`config.mk`:
```
export PLATFORM = sky130hd
export DESIGN_NAME = snn_timestep_scheduler
export DESIGN_NICKNAME = d
export VERILOG_FILES = /design/src/rtl/snn_timestep_scheduler.sv
export SDC_FILE = /design/constraint.sdc
export NUM_CORES = 1
export LEC_CHECK = 0
export BUFFER_PORTS_ARGS = -buffer_cell sky130_fd_sc_hd__buf_2
export CORE_ASPECT_RATIO = 1.4
export CORE_MARGIN = 5
export CORE_UTILIZATION = 38
export CTS_CLUSTER_DIAMETER = 150
export DETAILED_ROUTE_END_ITERATION = 10
export PLACE_DENSITY = 0.72
export SLEW_MARGIN = 20
export SYNTH_ARGS = -nofsm -noshare
export SYNTH_HDL_FRONTEND = slang
export SYNTH_SLANG_ARGS = --single-unit
```
`constraint.sdc`:
```
create_clock -name clk -period 1.7 [get_ports clk]
set_input_delay 0.425 -clock clk [delete_from_list [all_inputs] [get_ports clk]]
set_output_delay 0.425 -clock clk [all_outputs]
set_load 0.01 [all_outputs]
```
`src/rtl/snn_timestep_scheduler.sv`:
```
// rtl/snn_timestep_scheduler.sv - timestep sequencer for one SNN layer (optional spike counters: SNN_SPIKE_COUNT_EN)
module snn_timestep_scheduler #(
    parameter int M = 2,
    parameter int N = 4
) (
    input  logic           clk,
    input  logic           rst_n,
    input  logic           in_valid,
    output logic           in_ready,
    input  logic [M-1:0]   in_spikes,
    input  logic [3:0]     settle_cycles,
    output logic [M-1:0]   layer_input_spikes,
    output logic           layer_delay_clk,
    output logic           layer_enable,
    input  logic [N-1:0]   layer_output_spikes,
    output logic           out_valid,
    input  logic           out_ready,
    output logic [N-1:0]   out_spikes,
    output logic [7:0]     timestep,
    output logic           busy
`ifdef SNN_SPIKE_COUNT_EN
    ,
    input  logic           clear_counts,
    output logic [N*8-1:0] spike_counts
`endif
);

    localparam logic [2:0] ST_IDLE   = 3'd0;
    localparam logic [2:0] ST_DLY    = 3'd1;
    localparam logic [2:0] ST_INT    = 3'd2;
    localparam logic [2:0] ST_SETTLE = 3'd3;
    localparam logic [2:0] ST_OUT    = 3'd4;

    logic [2:0]   state_q, state_d;
    logic [3:0]   cnt_q, cnt_d;
    logic [M-1:0] lin_q, lin_d;
    logic [N-1:0] ospk_q, ospk_d;
    logic [7:0]   ts_q, ts_d;
    logic         capture;

    // Layer strobes and handshakes come straight from the state register so they are glitch-free.
    assign in_ready           = (state_q == ST_IDLE);
    assign layer_delay_clk    = (state_q == ST_DLY);
    assign layer_enable       = (state_q == ST_INT);
    assign out_valid          = (state_q == ST_OUT);
    assign busy               = (state_q != ST_IDLE);
    assign layer_input_spikes = lin_q;
    assign out_spikes         = ospk_q;
    assign timestep           = ts_q;

    assign capture = (state_q == ST_SETTLE) && (cnt_q == 4'd0);

    always_comb begin
        state_d = state_q;
        cnt_d   = cnt_q;
        lin_d   = lin_q;
        ospk_d  = ospk_q;
        ts_d    = ts_q;
        case (state_q)
            ST_IDLE: begin
                if (in_valid) begin
                    lin_d   = in_spikes;
                    state_d = ST_DLY;
                end
            end
            ST_DLY: begin
                state_d = ST_INT;
            end
            ST_INT: begin
                cnt_d   = settle_cycles;
                state_d = ST_SETTLE;
            end
            ST_SETTLE: begin
                if (cnt_q != 4'd0) begin
                    cnt_d = cnt_q - 4'd1;
                end else begin
                    ospk_d  = layer_output_spikes;
                    state_d = ST_OUT;
                end
            end
            ST_OUT: begin
                if (out_ready) begin
                    ts_d    = ts_q + 8'd1;
                    state_d = ST_IDLE;
                end
            end
            default: begin
                state_d = ST_IDLE;
            end
        endcase
    end

    always_ff @(posedge clk or negedge rst_n) begin
        if (!rst_n) begin
            state_q <= ST_IDLE;
            cnt_q   <= 4'd0;
            lin_q   <= '0;
            ospk_q  <= '0;
            ts_q    <= 8'd0;
        end else begin
            state_q <= state_d;
            cnt_q   <= cnt_d;
            lin_q   <= lin_d;
            ospk_q  <= ospk_d;
            ts_q    <= ts_d;
        end
    end

`ifdef SNN_SPIKE_COUNT_EN
    logic [N-1:0][7:0] cnts_q, cnts_d;

    // Per-neuron saturating counters; a clear overrides a same-edge increment.
    always_comb begin
        cnts_d = cnts_q;
        for (int i = 0; i < N; i++) begin
            if (clear_counts) begin
                cnts_d[i] = 8'd0;
            end else if (capture && layer_output_spikes[i] && (cnts_q[i] != 8'hFF)) begin
                cnts_d[i] = cnts_q[i] + 8'd1;
            end
        end
    end

    always_ff @(posedge clk or negedge rst_n) begin
        if (!rst_n) begin
            cnts_q <= '0;
        end else begin
            cnts_q <= cnts_d;
        end
    end

    assign spike_counts = cnts_q;
`endif

endmodule

```
# Yosys cells after proc, flatten, opt, wreduce, memory -nomap -nowiden
# Cells that the tools add are included.
# W data, S select, Z words.
# op_classes
addsub,2
eq_ne,8
n_mux,6
bitwise,1
n_reduce_logical,9
# op_table
cell,n
$pmux W3 S5,1
$mux W3,3
$add A8 B1 Y8 const B,1
$pmux W4 S2,1
$reduce_and A2 Y1,4
$eq A3 B2 Y1 const B,2
$mux W4,1
$ne A2 B1 Y1 const B,2
$ne A2 B2 Y1 const B,2
$reduce_bool A4 Y1,1
$sub A4 B1 Y4 const B,1
$eq A3 B1 Y1 const B,1
$eq A3 B3 Y1 const B,1
$logic_not A3 Y1,1
$reduce_and A3 Y1,1
$reduce_bool A3 Y1,1
$reduce_bool A2 Y1,1
$not A1 Y1,1
# totals
regBits,21
in_bits,14
output_inout_bits,19
word_cells,31

# Longest topological paths before layout
# logic_depth
depth_word,3
mapped_depth,5
depth_no_buf,5

# Worst setup path before layout
# OpenSTA, ideal clock, no wires.
# synth_path
path_type,register -> register
start,register cnt_q[0]
end,register ospk_q[0] (netlist: out_spikes[0])
setup_ps,125
t_arrival_ps,1500
t_required_ps,1575
slack_ps,76
stages_incl_launch_ff,6
path_buffers,0
period_less_slack_ps,1624
cell_sequence,dfrtp_1 inv_1 ha_1 or3b_4 nor2_4 mux2_2
# synth_via
elab_chain_cells,3
# synth_lines
element,line_no,rtl
"start, declared",35,"logic [3:0] cnt_q, cnt_d;"
"start signal, assigned",102,cnt_q <= cnt_d;
$reduce_bool A4 Y1,74,if (cnt_q != 4'd0) begin
$not A1 Y1 (no line),n/a,
$reduce_and A2 Y1 (no line),n/a,
"end signal, assigned",104,ospk_q <= ospk_d;
"end, declared",37,"logic [N-1:0] ospk_q, ospk_d;"
# Every way passes these cells.
# A chain may end at the register's enable or synchronous reset.

# Worst setup path in the final report
# Ends and elaborated chain as after synthesis.

==> run_results.csv <==
group,metric,value,unit
sta,finalCriticalPeriod,1.67,ns
sta,rsz0062_at_grt,"true",
synthesis,syn_nets,109,
final_layout,areaGrowthSynthToFinish,31.8,%
route,post_drt_wl_per_cell,13.0,µm
clock_network,insertion_delay,0.31,ns
outcome,outcome,"finished clean",
placement,portBuffers,32,
sta,finalClockSkew,0.00813,ns
min_path,hp-class,"in -> async",
sta,final_max_slew_viol_count,0,
critical_path,path_class,"reg -> reg",
floorplan,core,0.00264,mm²
grt,grt_pass1_vias,787,
pwr,p_leak,0.000727,µW
final_layout,multi_input_area,529,µm²
sta,holdWs,0.0491,ns
critical_path,end_kind,"flop",
placement,dp_hpwl,1.63,mm
floorplan,die-area,0.00393,mm²
grt,grt_max_degree,22,
critical_path,worstPathRequired,1.91,ns
critical_path,crit_arrival,1.87,ns
route,vias_per_cell,4.79,
clock_network,cts_buffers,3,
placement,gp_congestion,0.895,
synthesis,ys_seq_area_frac,0.500,
final_layout,regArea,529,µm²
final_layout,num-nets-final,152,
final_layout,fillers,256,
route,initialDrtViolationCount,12,
synthesis,synth.distinct_cells,36,
sta,hold_violations,0,
job,drv_cap,0,
pwr,powerDensity,1410,mW/mm²
sta,fin_crit_sh,0.980,
clock_network,h-tree-depth,1,
route,drt-total-wl,2.21,mm
final_layout,most-common-layout-cells,"buf_2, dfrtp_1, buf_4, nand2_1, xor2_1",
clock_network,ctsRootBufferMaster,"clkbuf_4",
synthesis,async_flop_share,1.00,
clock_network,cts.sinks,21,
critical_path,cpPeakStageDelay,0.40,ns
route,dr.pass1.iters,3,
grt,track_usage,0.118,
critical_path,worstSetupStartpointType,"flop",
critical_path,path_cells,"inv_2 -> ha_4 -> or3b_4 -> nor2_4 -> mux2_4",
placement,place_ws,-0.0153,ns
synthesis,yosys_warnings,0,
sta,fmax,600,MHz
synthesis,syn-mean-instance-area,11.4,µm²
grt,antenna_found_initial,0,
sta,finalSetupViolations,0,
synthesis,ys.flop_type,"dfrtp_1",
floorplan,die_w,54.4,µm
route,drc,0,
grt,grt_pass1_wl,3.40,mm
critical_path,cp_max_fo,4,
floorplan,rows,22,
clock_network,clkSlewWorstSetupHoldPaths,0.12,ns
clock_network,clockBufferDepth,2,
final_layout,num_antenna_cells,0,
synthesis,postSynthCellCount,92,
final_layout,layout_commonest_cell,"buf_2",
sta,postLayoutSetupSlackWorst,0.0338,ns
synthesis,ys_ff_latch,21,
clock_network,tritoncts,"done",
floorplan,start_util,0.398,
route,vias,815,
grt,grt_overflow_total,0,
floorplan,die_y,72.2,µm
clock_network,cts_hold_buf,0,
sta,maxSlewHeadroom,0.693,
synthesis,synth_edf_count,0,
pwr,ir_worst_vdd,823,µV
synthesis,synthesis.area,0.00105,mm²
floorplan,ioPinCount,33,
critical_path,crit_slowest_cell,"dfrtp_1",
final_layout,drive_above_1_share,0.493,
sta,worstMarginPinSlew,0.461,ns
route,ant_nets,0,
[report_power, final]
group          internal, µW  total [µW]  switching [µW]  leakage [µW]
logic                   527         943             416      0.000447
clock network          87.8         241             153     0.0000177
registers               652         775             123      0.000262
[area by class of cell]
class / count / area share
clock inverters: 1 / 0.00361
repair buffers: 42 / 0.170
clock buffers: 3 / 0.0163
flip-flops and latches: 21 / 0.382
inverters: 5 / 0.0136
well taps: 36 / 0.0325
multi-input cells: 62 / 0.382
[worst paths after layout]
path	slack, ns	start	to	depth (start not counted)
worst max-delay path	0.03	cnt_q[0]	out_spikes[0]	5
worst min-delay path	0.05	rst_n	timestep[5]	1
worst max register to register	0.03	cnt_q[0]	out_spikes[0]	5
worst min register to register	0.47	timestep[7]	timestep[7]	1
max in group asynchronous	1.31	rst_n	state_q[0]	1
min in group clk	0.33	out_ready	state_q[2]	2
[cells in the mapped netlist, types with 2 or more instances]
cell	n	share of area
dfrtp_1	21	0.50
mux2_2	7	0.075
inv_1	5	0.018
nand2_1	5	0.018
nor2_1	5	0.018
xor2_1	5	0.042
nor3_1	4	0.019
ha_1	3	0.036
mux2i_1	3	0.029
nand2b_1	3	0.018
nand3_1	3	0.014
nor3b_1	2	0.014
o21ai_0	2	0.0095
xnor2_1	2	0.017
[what timing repair did]
action,in CTS,in global routing
pin swaps,1,1
gates resized for setup,6,11
buffers inserted,2,3
endpoints found under the setup margin,8,6
[layer usage]
layer / up-vias / track usage / routed length [µm]
met5: - / 0 / 0
met4: 0 / 0.0582 / 42
met3: 4 / 0.0267 / 122
met2: 21 / 0.205 / 1160
met1: 388 / 0.131 / 881
li1: 402 / - / -
[flip-flops by register name, summed over array words and instances (netlist names)]
signal              cells
timestep                8
cnt_q                   4
out_spikes              4
layer_input_spikes      2
state_q                 3
[per-stage QoR]
stage                     power [µW]  utilization  instance area [µm²]  TNS [ns]  cells
final                           1960        0.524                 1390         0    170
after CTS                       1830        0.500                 1320         0    167
after global placement          1530        0.479                 1270         0    161
after floorplan                 1280            -                 1050         0     92
after global routing            2100        0.524                 1390   -0.0582    170
after detailed placement        1550        0.479                 1270   -0.0510    161
[worst max-delay path: cells and delay by family, from the launching register on]
| family | cells | cell delay, ns |
|---|---|---|
| fa+ha+maj | 1 | 0.14 |
| buf+inv | 1 | 0.10 |
| simple gates | 2 | 0.61 |
| flops | 1 | 0.40 |
| mux | 1 | 0.32 |
[kinds of logic after synthesis]
kind of cell               share of synthesized area
AOI/OAI and AO/OA                             0.0738
muxes                                          0.104
and+or+nand+nor                                0.185
adders and majority gates                     0.0357
buffers and inverters                         0.0440
xor gates and xnor gates                      0.0583
DFF                                            0.500
Note: power is estimated with default switching activity, not from simulation.
